File: config.mk
export PLATFORM = sky130hd
export DESIGN_NAME = swervolf_btn_irq_flat
export DESIGN_NICKNAME = d
export VERILOG_FILES = /design/src/rtl/swervolf_btn_irq_if.sv /design/src/rtl/swervolf_btn_irq.sv /design/src/flat_wrapper.sv
export SDC_FILE = /design/constraint.sdc
export NUM_CORES = 1
export LEC_CHECK = 0
export ABC_AREA = 1
export BUFFER_PORTS_ARGS = -buffer_cell sky130_fd_sc_hd__buf_2
export CELL_PAD_IN_SITES_DETAIL_PLACEMENT = 0
export CELL_PAD_IN_SITES_GLOBAL_PLACEMENT = 1
export CORE_MARGIN = 2
export CORE_UTILIZATION = 30
export CTS_CLUSTER_SIZE = 28
export DETAILED_ROUTE_END_ITERATION = 8
export GPL_TIMING_DRIVEN = 1
export MAX_ROUTING_LAYER = met4
export PLACE_DENSITY_LB_ADDON = 0.15
export SYNTH_ARGS = -nofsm -noshare
export SYNTH_HDL_FRONTEND = slang
export SYNTH_SLANG_ARGS = --single-unit
File: constraint.sdc
create_clock -name i_clk -period 2.2 [get_ports i_clk]
set_clock_uncertainty 0.2 [all_clocks]
set_input_delay 0.11 -clock i_clk [delete_from_list [all_inputs] [get_ports i_clk]]
set_output_delay 0.11 -clock i_clk [all_outputs]
set_load 0.005 [all_outputs]
File: src/rtl/swervolf_btn_irq_if.sv
// swervolf_btn_irq_if: Wishbone slave port bundle for the button/IRQ peripheral.
interface swervolf_btn_irq_if;
    logic [4:0]  adr;
    logic [31:0] dat;
    logic [3:0]  sel;
    logic        we;
    logic        cyc;
    logic        stb;
    logic [31:0] rdt;
    logic        ack;
    modport master (output adr, dat, sel, we, cyc, stb, input rdt, ack);
    modport slave  (input adr, dat, sel, we, cyc, stb, output rdt, ack);
endinterface

File: src/rtl/swervolf_btn_irq.sv
// swervolf_btn_irq: debounced button inputs with edge-detect level IRQ on a Wishbone slave.
// Defining SWERVOLF_BTN_EVCNT_EN adds a saturating 16-bit event counter at offset 0x14.
module swervolf_btn_irq #(
    parameter int N_IN            = 5,
    parameter int DEBOUNCE_CYCLES = 500000,
    parameter int CNT_W           = $clog2(DEBOUNCE_CYCLES + 1)
) (
    input  logic              i_clk,
    input  logic              i_rst,
    input  logic [N_IN-1:0]   i_btn,
    swervolf_btn_irq_if.slave wb,
    output logic [N_IN-1:0]   o_btn_db,
    output logic              o_irq
);
    logic [N_IN-1:0] r_s1, r_s2, r_re, r_fe, r_pend, r_ie;
    logic [N_IN-1:0] w_upd, w_set, w_clr, w_m, w_d;
    logic [31:0]     w_mask, w_rd;
    logic [2:0]      w_idx;
    logic            w_acc, w_wr;
    logic            w_unused;
    assign w_acc    = wb.cyc & wb.stb & ~wb.ack;
    assign w_wr     = w_acc & wb.we;
    assign w_idx    = wb.adr[4:2];
    assign w_mask   = {{8{wb.sel[3]}}, {8{wb.sel[2]}}, {8{wb.sel[1]}}, {8{wb.sel[0]}}};
    assign w_m      = w_mask[N_IN-1:0];
    assign w_d      = wb.dat[N_IN-1:0];
    assign w_clr    = (w_wr && w_idx == 3'd3) ? (w_d & w_m) : '0;
    assign w_set    = w_upd & ((r_s2 & r_re) | (~r_s2 & r_fe));
    assign w_unused = &{1'b0, wb.adr[1:0], wb.dat, w_mask};
    // The counter only runs while the synchronized input disagrees with the accepted level.
    for (genvar i = 0; i < N_IN; i++) begin : g_ch
        logic [CNT_W-1:0] r_cnt;
        assign w_upd[i] = (r_s2[i] != o_btn_db[i]) && (r_cnt == CNT_W'(DEBOUNCE_CYCLES - 1));
        always_ff @(posedge i_clk) begin
            if (i_rst || r_s2[i] == o_btn_db[i] || w_upd[i])
                r_cnt <= '0;
            else
                r_cnt <= r_cnt + 1'b1;
        end
    end
`ifdef SWERVOLF_BTN_EVCNT_EN
    logic [15:0] r_ev;
    always_ff @(posedge i_clk) begin
        if (i_rst)
            r_ev <= '0;
        else if (w_wr && w_idx == 3'd5 && (wb.sel[0] | wb.sel[1]))
            r_ev <= '0;
        else if (|(w_set & ~r_pend) && r_ev != 16'hffff)
            r_ev <= r_ev + 1'b1;
    end
`endif
    always_comb begin
        w_rd = '0;
        case (w_idx)
            3'd0: w_rd[N_IN-1:0] = o_btn_db;
            3'd1: w_rd[N_IN-1:0] = r_re;
            3'd2: w_rd[N_IN-1:0] = r_fe;
            3'd3: w_rd[N_IN-1:0] = r_pend;
            3'd4: w_rd[N_IN-1:0] = r_ie;
`ifdef SWERVOLF_BTN_EVCNT_EN
            3'd5: w_rd[15:0] = r_ev;
`endif
            default: w_rd = '0;
        endcase
    end
    always_ff @(posedge i_clk) begin
        if (i_rst) begin
            r_s1     <= '0;
            r_s2     <= '0;
            o_btn_db <= '0;
            r_re     <= '0;
            r_fe     <= '0;
            r_pend   <= '0;
            r_ie     <= '0;
            o_irq    <= 1'b0;
            wb.ack   <= 1'b0;
            wb.rdt   <= '0;
        end else begin
            r_s1     <= i_btn;
            r_s2     <= r_s1;
            o_btn_db <= o_btn_db ^ w_upd;
            r_pend   <= (r_pend & ~w_clr) | w_set;
            o_irq    <= |(r_pend & r_ie);
            wb.ack   <= w_acc;
            if (w_acc)
                wb.rdt <= w_rd;
            if (w_wr && w_idx == 3'd1)
                r_re <= (r_re & ~w_m) | (w_d & w_m);
            if (w_wr && w_idx == 3'd2)
                r_fe <= (r_fe & ~w_m) | (w_d & w_m);
            if (w_wr && w_idx == 3'd4)
                r_ie <= (r_ie & ~w_m) | (w_d & w_m);
        end
    end
endmodule
File: src/flat_wrapper.sv
// flat-port wrapper written by rule: the top's interface ports become plain ports
module swervolf_btn_irq_flat 
#(
    parameter int N_IN            = 5,
    parameter int DEBOUNCE_CYCLES = 500000,
    parameter int CNT_W           = $clog2(DEBOUNCE_CYCLES + 1)
)
  (i_clk, i_rst, i_btn, o_btn_db, o_irq, wb_adr, wb_dat, wb_sel, wb_we, wb_cyc, wb_stb, wb_rdt, wb_ack);
  swervolf_btn_irq_if wb_i ();
  input  logic i_clk;
  input  logic i_rst;
  input  logic [N_IN-1:0] i_btn;
  output logic [N_IN-1:0] o_btn_db;
  output logic o_irq;
  input wire logic [$bits(wb_i.adr)-1:0] wb_adr;
  input wire logic [$bits(wb_i.dat)-1:0] wb_dat;
  input wire logic [$bits(wb_i.sel)-1:0] wb_sel;
  input wire logic [$bits(wb_i.we)-1:0] wb_we;
  input wire logic [$bits(wb_i.cyc)-1:0] wb_cyc;
  input wire logic [$bits(wb_i.stb)-1:0] wb_stb;
  output wire logic [$bits(wb_i.rdt)-1:0] wb_rdt;
  output wire logic [$bits(wb_i.ack)-1:0] wb_ack;
  assign wb_i.adr = wb_adr;
  assign wb_i.dat = wb_dat;
  assign wb_i.sel = wb_sel;
  assign wb_i.we = wb_we;
  assign wb_i.cyc = wb_cyc;
  assign wb_i.stb = wb_stb;
  assign wb_rdt = wb_i.rdt;
  assign wb_ack = wb_i.ack;
  swervolf_btn_irq #(.N_IN(N_IN), .DEBOUNCE_CYCLES(DEBOUNCE_CYCLES), .CNT_W(CNT_W)) u_core (.i_clk(i_clk), .i_rst(i_rst), .i_btn(i_btn), .wb(wb_i), .o_btn_db(o_btn_db), .o_irq(o_irq));
endmodule
==> results of run 1 <==
## cells in the final DEF, fill, tap and decap left out, types with 2 or more instances in the layout
cell type | Yosys | layout
o21ai_0 | 27 | 27
or2_1 | 2 | 2
clkbuf_16 | 0 | 17
clkinv_2 | 0 | 2
clkbuf_8 | 0 | 5
nand4_1 | 32 | 32
xnor2_1 | 8 | 8
ha_1 | 5 | 5
nor3_4 | 3 | 3
dlygate4sd3_1 | 0 | 20
nor2_4 | 3 | 3
buf_4 | 30 | 10
or2_0 | 4 | 4
nor2_1 | 198 | 198
nor3_1 | 18 | 18
dfxtp_1 | 137 | 137
nand3_4 | 2 | 2
a21oi_1 | 56 | 56
nand3b_1 | 2 | 2
xor2_1 | 31 | 31
nand3_1 | 70 | 70
buf_2 | 1 | 30
nand2_2 | 7 | 7
nor2_2 | 4 | 4
nand2_1 | 209 | 209
nand3_2 | 11 | 11
conb_1 | 1 | 27
clkbuf_1 | 5 | 3
a22o_1 | 2 | 2
inv_1 | 121 | 121
or2_2 | 7 | 7
## final cells by class
| cell class | count | area [um^2] |
|---|---|---|
| Clock buffer | 25 | 505 |
| Timing Repair Buffer | 61 | 445 |
| Clock inverter | 3 | 40.0 |
| Multi-Input combinational cell | 737 | 3580 |
| Inverter | 123 | 462 |
| Tap cell | 313 | 392 |
| Fill cell | 2497 | 14600 |
| Sequential cell | 137 | 2740 |
## cell usage after synthesis (5+ instances only)
master	n
a21oi_1	56
buf_4	30
buf_6	5
clkbuf_1	5
dfxtp_1	137
ha_1	5
inv_1	121
nand2_1	209
nand2_2	7
nand3_1	70
nand3_2	11
nand4_1	32
nor2_1	198
nor3_1	18
o21ai_0	27
or2_2	7
xnor2_1	8
xor2_1	31
## layer usage
metal | wire, um | track usage (%)
met1 | 8390 | 18.9
met2 | 7460 | 23.7
met3 | 567 | 3.35
met4 | 295 | 5.42
met5 | 0 | -
## per-stage QoR
step	power [mW]	cell area, um^2
after global placement	2.70	7420
after detailed placement	2.70	7420
after floorplan	2.68	7090
after CTS	5.50	8170
after global routing	5.61	8170
final	5.40	8170
## tightest hold or removal path, stage by stage
cell     delay (ps)
buf_2           100
nand2_1         100
nor2_4           90
nand3_1          80
nand2_1          40
a21oi_1         120
## cells by family (layout without fill, tap and decap cells)
family	Yosys count	in the layout	synth area share, %
AOI/OAI and AO/OA	91	91	6.94
xor gates and xnor gates	39	39	4.89
adders and majority gates	5	5	0.895
buffers and inverters	164	212	11.0
DFF	137	137	39.2
other	1	27	0.0536
and+or+nand+nor	575	575	37.0
## power by group through the flow
stage / sequential (mW) / clock, mW / combinational, mW
2_1_floorplan: 2.56 / 0 / 0.124
3_3_place_gp: 2.56 / 0 / 0.142
3_5_place_dp: 2.56 / 0 / 0.142
4_1_cts: 2.50 / 2.82 / 0.171
5_1_grt: 2.50 / 2.92 / 0.192
6_report: 2.50 / 2.73 / 0.169
## worst paths after layout
kind / slack (ps) / start / end
hold / removal: 60 / wb_sel[0] / u_core.r_pend[4]
hold reg to reg: 200 / u_core.r_s1[0] / u_core.r_s2[0]
setup reg to reg: 340 / u_core.g_ch[2].r_cnt[0] / u_core.g_ch[2].r_cnt[11]
setup / recovery: 270 / wb_adr[4] / flip-flop
==> flow_summary.toml, run 1 <==
[run_status]
outcome = "complete, no violations"

[global_routing]
grt_pass1_wl_um = 28500
grt_start_max_net_pins = 25
grt_pass1_vias = 5863
grt-ovfl-total = 0
antenna_found_initial = 0
track_usage_pct = 15.0

[pwr]
p_sw_mw = 1.16
irDropWorstVdd_uv = 283
clkPwrFrac_pct = 50.5
leakage_nw = 2.96
powerDensity_nw_per_um2 = 661
share_comb_of_total_power_pct = 3.1
sw_frac_of_total_pct = 21.6
internal_power_mw = 4.24
power.share.sequential_pct = 46.4

[yosys]
synth_ff_type = "dfxtp_1"
synth_edf_count = 0
syn_area_um2 = 6990
ys_types = 39
ys_ff_latch = 137
avgSynthCellArea_um2 = 6.91
synthesis.instances = 1012
yosysWarnings = 0
synthTopCellsByArea = "dfxtp_1 (39%), nand2_1 (11%), nor2_1 (11%), inv_1 (6.5%), nand3_1 (5.0%)"
synth-seq-area-share_pct = 39.2
netlist.area_leader.share_pct = 39.2
async_flop_share_pct = 0
yosysTopAreaCell = "dfxtp_1"

[clock_tree]
h-tree-depth = 4
clk_path_buf_depth = 2
cts_tree = "yes"
cts.sinks = 137
ctsResizeCount = 0
postCtsSetupRepairBufs = 0
cts_buffers = 17
clk_pin_slew_ps = 50
cts_hold_buf = 20
clockRootBuffer = "clkbuf_16"
clk_latency_ps = 420

[route]
viasPerCell = 4.34
firstDrtPassIters = 5
wirelength_um = 16700
route.detailed.wl_per_inst_um = 11.9
drtAntennaViolNets = 0
drt_iter0_drc = 268
drc_errors = 0
num_vias = 6071

[setup_path]
cp-end-kind = "flip-flop"
crit_buf_inv = 4
cp-start-kind = "input port"
crit_family = "buffers and inverters"
worstPathRequired_ps = 2300
slowest_stage = "dlygate4sd3_1"
crit_chain = "dlygate4sd3_1 > buf_2 > inv_1 > nand3_1 > inv_1 > nand2_2 > o21ai_0 > a21oi_1"
crit_fanout = 10
crit_type = "input port to flip-flop"
crit_top_cell = "inv_1"
cpPeakStageDelay_ps = 560
critical_path_depth = 8
rr_worst_depth = 8
cp.arrival_ps = 2030

[flow_run]
max-cap-violations = 0

[finish]
finalCoreUtilization_pct = 35.9
finalNetCount = 1133
syn_to_final_growth_pct = 16.8
diodes = 0
drive_above_1_share_pct = 9.94
layoutNonFillerInstCount = 1399

[timing]
layout_setup_ws_ps = 274
totalNegativeSetupSlack_ps = 0
fin_crit_sh_pct = 87.5
holdWs_ps = 59.9
max_freq_mhz = 519
period_needed_ps = 1930
hold_viol = 0
setup_violations = 0
finalMaxSlewViolations = 0
rsz0062_at_grt = "no"

[placement]
dpl.hpwl_um = 12300
dp_slack_ps = 318
io_buffer_count = 30
placed_cells_incl_taps = 1351
routabilityCongestion = 0.784

[floorplanning]
coreArea_um2 = 22800
fp.dieW_um = 157
dieArea_um2 = 24500
rows = 55
die_h_um = 157
ios = 90
initial_core_util_pct = 30.7

[min_path]
hold_class = "input port to flip-flop"
holdPathStages = 6
Note: power is estimated with default switching activity, not from simulation.
==> run 2, diff against run 1 <==
--- a/config.mk
+++ b/config.mk
@@ -11,10 +11,11 @@
 export CELL_PAD_IN_SITES_GLOBAL_PLACEMENT = 1
 export CORE_MARGIN = 2
 export CORE_UTILIZATION = 30
+export CTS_BUF_LIST = sky130_fd_sc_hd__clkbuf_4 sky130_fd_sc_hd__clkbuf_8
+export CTS_CLUSTER_DIAMETER = 40
 export CTS_CLUSTER_SIZE = 28
 export DETAILED_ROUTE_END_ITERATION = 8
 export GPL_TIMING_DRIVEN = 1
-export MAX_ROUTING_LAYER = met4
 export PLACE_DENSITY_LB_ADDON = 0.15
 export SYNTH_ARGS = -nofsm -noshare
 export SYNTH_HDL_FRONTEND = slang
==> flow_summary.toml, run 2 (synthesized netlist as in run 1, its figures left out) <==
[setup_path]
cp.arrival_ps = 2020
worstPathRequired_ps = 2330
rr_worst_depth = 8
cp-start-kind = "input port"
cp-end-kind = "flip-flop"
rrSetupSlack_ps = 320
reg2reg_from = "u_core.g_ch[2].r_cnt[0]"
crit_type = "input port to flip-flop"
worstReg2RegEnd = "u_core.g_ch[2].r_cnt[11]"
crit_fanout = 10

[placement]
dpl.hpwl_um = 12300
routabilityCongestion = 0.774
placed_cells_incl_taps = 1351
io_buffer_count = 30
placedInstanceArea_um2 = 7420

[route]
firstDrtPassIters = 4
drc_errors = 0
wirelength_um = 16700
viasPerCell = 4.34
route.detailed.wl_per_inst_um = 12.0
drtAntennaViolNets = 0
num_vias = 6068
drt_iter0_drc = 291

[flow_run]
max-cap-violations = 0

[floorplanning]
die_h_um = 157
dieArea_um2 = 24500
fp.dieW_um = 157
coreArea_um2 = 22800
initial_core_util_pct = 30.7
rows = 55
ios = 90

[finish]
nFillCells = 2530
diodes = 0
finalCoreUtilization_pct = 35.1
final_common_cell = "nand2_1"
stdcell_area_um2 = 7990
drive_above_1_share_pct = 10.2
finalNetCount = 1133
layoutNonFillerInstCount = 1399
syn_to_final_growth_pct = 14.2
layout_common_cells = "nand2_1 (209), nor2_1 (198), dfxtp_1 (137), inv_1 (121), nand3_1 (70)"

[timing]
fin_crit_sh_pct = 85.8
hold_viol = 0
finalMaxSlewViolations = 0
totalNegativeSetupSlack_ps = 0
setup_violations = 0
rsz0062_at_grt = "no"
period_needed_ps = 1890
max_freq_mhz = 530

[min_path]
hold_class = "input port to flip-flop"
hp-start = "wb_sel[0]"
holdPathStages = 6
whs_endpoint = "u_core.r_pend[2]"

[clock_tree]
h-tree-depth = 4
postCtsSetupRepairBufs = 0
clk_pin_slew_ps = 80
cts_buffers = 17
cts.sinks = 137
clockRootBuffer = "clkbuf_8"
clk_latency_ps = 450
clk_path_buf_depth = 2
cts_tree = "yes"

[run_status]
outcome = "complete, no violations"

[global_routing]
grt-ovfl-total = 0
grt_pass1_vias = 5896
grt_start_max_net_pins = 25
track_usage_pct = 14.6
antenna_found_initial = 0
grt_pass1_wl_um = 28400

[pwr]
powerDensity_nw_per_um2 = 586
irDropWorstVdd_uv = 260
p_total_mw = 4.68
leakage_nw = 2.88
[run 2: how the worst max path moves through the flow]
stage / startpoint / end / slack [ps]
floorplan: u_core.g_ch[3].r_cnt[0] / u_core.g_ch[3].r_cnt[0] / 550
detailed placement: u_core.g_ch[2].r_cnt[0] / u_core.g_ch[2].r_cnt[11] / 320
global placement: u_core.g_ch[2].r_cnt[0] / u_core.g_ch[2].r_cnt[10] / 320
CTS: u_core.g_ch[2].r_cnt[0] / u_core.g_ch[2].r_cnt[11] / 290
global route: u_core.g_ch[2].r_cnt[0] / u_core.g_ch[2].r_cnt[16] / 130
finish: wb_adr[4] / flip-flop / 310
[run 2: metrics by stage]
step	hold slack [ps]	setup slack [ps]
floorplan	17.0	554
global placement	137	320
detailed placement	135	318
CTS	7.48	291
global route	49.5	125
finish	24.6	312
[run 2: critical path, cell delays in order]
cell	delay [ps]
dlygate4sd3_1	560
buf_2	180
inv_1	260
nand3_1	320
inv_1	140
nand2_2	170
o21ai_0	210
a21oi_1	50
[run 2: what timing repair did]
action,CTS,global route
resized for setup,0,0
hold buffers,20,0
hold endpoints to repair,39,0
[run 2: power breakdown]
part	internal, mW	switching [mW]
Clock	1.05	0.953
Combinational	0.0638	0.106
Sequential	2.49	0.00764
Total	3.61	1.07
[run 2: metal layers]
layer	share of wire [%]	vias to the layer above	global-route usage, %
met5	0	-	0
met4	2.2	0	5.81
met3	3.2	26	3.18
met2	45	68	23.7
met1	50	2703	18.8
li1	-	3271	-
[run 2: cell type report]
class	count	area (um^2)	area share (%)
Clock buffer	25	325	4.07
Clock inverter	3	40.0	0.501
Inverter	123	462	5.78
Multi-Input combinational cell	737	3580	44.8
Sequential cell	137	2740	34.3
Tap cell	313	392	4.90
Timing Repair Buffer	61	445	5.58
==> run 3, diff against run 2 <==
--- a/config.mk
+++ b/config.mk
@@ -10,7 +10,7 @@
 export CELL_PAD_IN_SITES_DETAIL_PLACEMENT = 0
 export CELL_PAD_IN_SITES_GLOBAL_PLACEMENT = 1
 export CORE_MARGIN = 2
-export CORE_UTILIZATION = 30
+export CORE_UTILIZATION = 43
 export CTS_BUF_LIST = sky130_fd_sc_hd__clkbuf_4 sky130_fd_sc_hd__clkbuf_8
 export CTS_CLUSTER_DIAMETER = 40
 export CTS_CLUSTER_SIZE = 28
==> flow_summary.toml, run 3 (synthesized netlist as in run 1, its figures left out) <==
[run_status]
outcome = "complete, no violations"

[clock_tree]
clk_pin_slew_ps = 80
h-tree-depth = 4
cts_buffers = 17
clk_latency_ps = 450
cts_tree = "yes"
clk_path_buf_depth = 2
cts.sinks = 137
clockRootBuffer = "clkbuf_8"

[finish]
layout_common_cells = "nand2_1 (209), nor2_1 (198), dfxtp_1 (137), inv_1 (121), nand3_1 (70)"
nFillCells = 1659
stdcell_area_um2 = 7950
final_common_cell = "nand2_1"
drive_above_1_share_pct = 10.4
diodes = 0
finalNetCount = 1128
syn_to_final_growth_pct = 13.7

[timing]
setup_violations = 0
rsz0062_at_grt = "no"
fin_crit_sh_pct = 88.2
holdWs_ps = 14.6
finalMaxSlewViolations = 0
layout_setup_ws_ps = 259
max_freq_mhz = 515
hold_viol = 0
totalNegativeSetupSlack_ps = 0
period_needed_ps = 1940

[floorplanning]
fp.dieW_um = 132
initial_core_util_pct = 44.0
rows = 46
coreArea_um2 = 15900
ios = 90
dieArea_um2 = 17300
die_h_um = 132

[global_routing]
grt_pass1_wl_um = 26000
grt_use_met3_pct = 5.21
track_usage_pct = 18.3
grt-ovfl-total = 0
antenna_found_initial = 0
grt_start_max_net_pins = 20
grt-busiest-layer = "met2"
use_met2_pct = 28.4
grt_use_met1_pct = 24.7
grt_pass1_vias = 5558

[route]
num_vias = 6053
route.detailed.wl_per_inst_um = 11.7
wirelength_um = 15200
firstDrtPassIters = 6
viasPerCell = 4.65
drc_errors = 0
drt_iter0_drc = 342
drtAntennaViolNets = 0

[min_path]
hold_class = "input port to flip-flop"

[pwr]
leakage_nw = 2.91
irDropWorstVdd_uv = 402
powerDensity_nw_per_um2 = 652

[placement]
placedInstanceArea_um2 = 7280
routabilityCongestion = 0.799
dp_slack_ps = 364
dpl.hpwl_um = 11100
io_buffer_count = 30

[setup_path]
crit_chain = "inv_1 > nand3_2 > dlygate4sd3_1 > buf_4 > inv_1 > o21ai_0 > a21oi_1"
worstPathRequired_ps = 2390
cp-start-kind = "flip-flop"
crit_top_cell = "inv_1"
cp.arrival_ps = 2130
slowest_stage = "dlygate4sd3_1"
crit_type = "flip-flop to flip-flop"
crit_fanout = 7
cp-end-kind = "flip-flop"
cpPeakStageDelay_ps = 600

[flow_run]
max-cap-violations = 0
[run 3: changes by cell type in the layout (fill, tap and decap cells not counted), sizes merged]
cell / change
buf: -2
bufinv: +5
clkbuf: -5
clkinv: +3
clkinvlp: +1
dlygate4sd3: -3
[run 3: worst paths after layout]
| kind | depth (start not counted) | to | slack, ps | startpoint |
|---|---|---|---|---|
| min reg2reg | 2 | u_core.r_s2[3] | 210 | u_core.r_s1[3] |
| max reg2reg | 7 | u_core.wb.rdt[3] | 260 | u_core.wb.ack |
| min | 5 | flip-flop | 10 | wb_sel[0] |
| max | 7 | u_core.wb.rdt[3] | 260 | u_core.wb.ack |
[run 3: final cells by class]
class | count | area (um^2) | share of cell area [%]
Clock inverter | 12 | 220 | 2.77
Sequential cell | 137 | 2740 | 34.5
Clock buffer | 20 | 269 | 3.38
Timing Repair Buffer | 56 | 400 | 5.04
Tap cell | 216 | 270 | 3.40
Multi-Input combinational cell | 737 | 3590 | 45.1
Inverter | 123 | 462 | 5.81
[run 3: what timing repair did]
action / in CTS / in global routing
hold endpoints to repair: 34 / 0
gates resized for setup: 0 / 2
setup endpoints to repair: 0 / 5
hold buffers: 18 / 0
setup buffers: 0 / 0
[run 3: worst max-delay path, delay by kind of cell (launching register included)]
| kind | cells | cell delay [ps] |
|---|---|---|
| compound gates | 2 | 290 |
| buf+inv | 4 | 970 |
| flops | 1 | 320 |
| simple gates | 1 | 100 |
[run 3: layer usage]
layer	part of all wire, %	wire length (um)
met5	0	0
met2	44	6680
met4	1.0	151
met3	4.6	700
met1	50	7650
[run 3: through the flow]
| step | instances | utilization [%] | total power, mW |
|---|---|---|---|
| 2_1_floorplan | 1038 | - | 2.68 |
| 3_3_place_gp | 1252 | 45.9 | 2.70 |
| 3_5_place_dp | 1252 | 45.9 | 2.70 |
| 4_1_cts | 1302 | 50.1 | 5.26 |
| 5_1_grt | 1301 | 50.1 | 5.39 |
| 6_report | 1301 | 50.1 | 5.19 |
[run 3: where the power goes]
part | switching [mW] | leakage, nW | internal, mW
Combinational | 0.105 | 1.55 | 0.0595
Sequential | 0.00786 | 1.11 | 2.49
Clock | 0.987 | 0.246 | 1.53
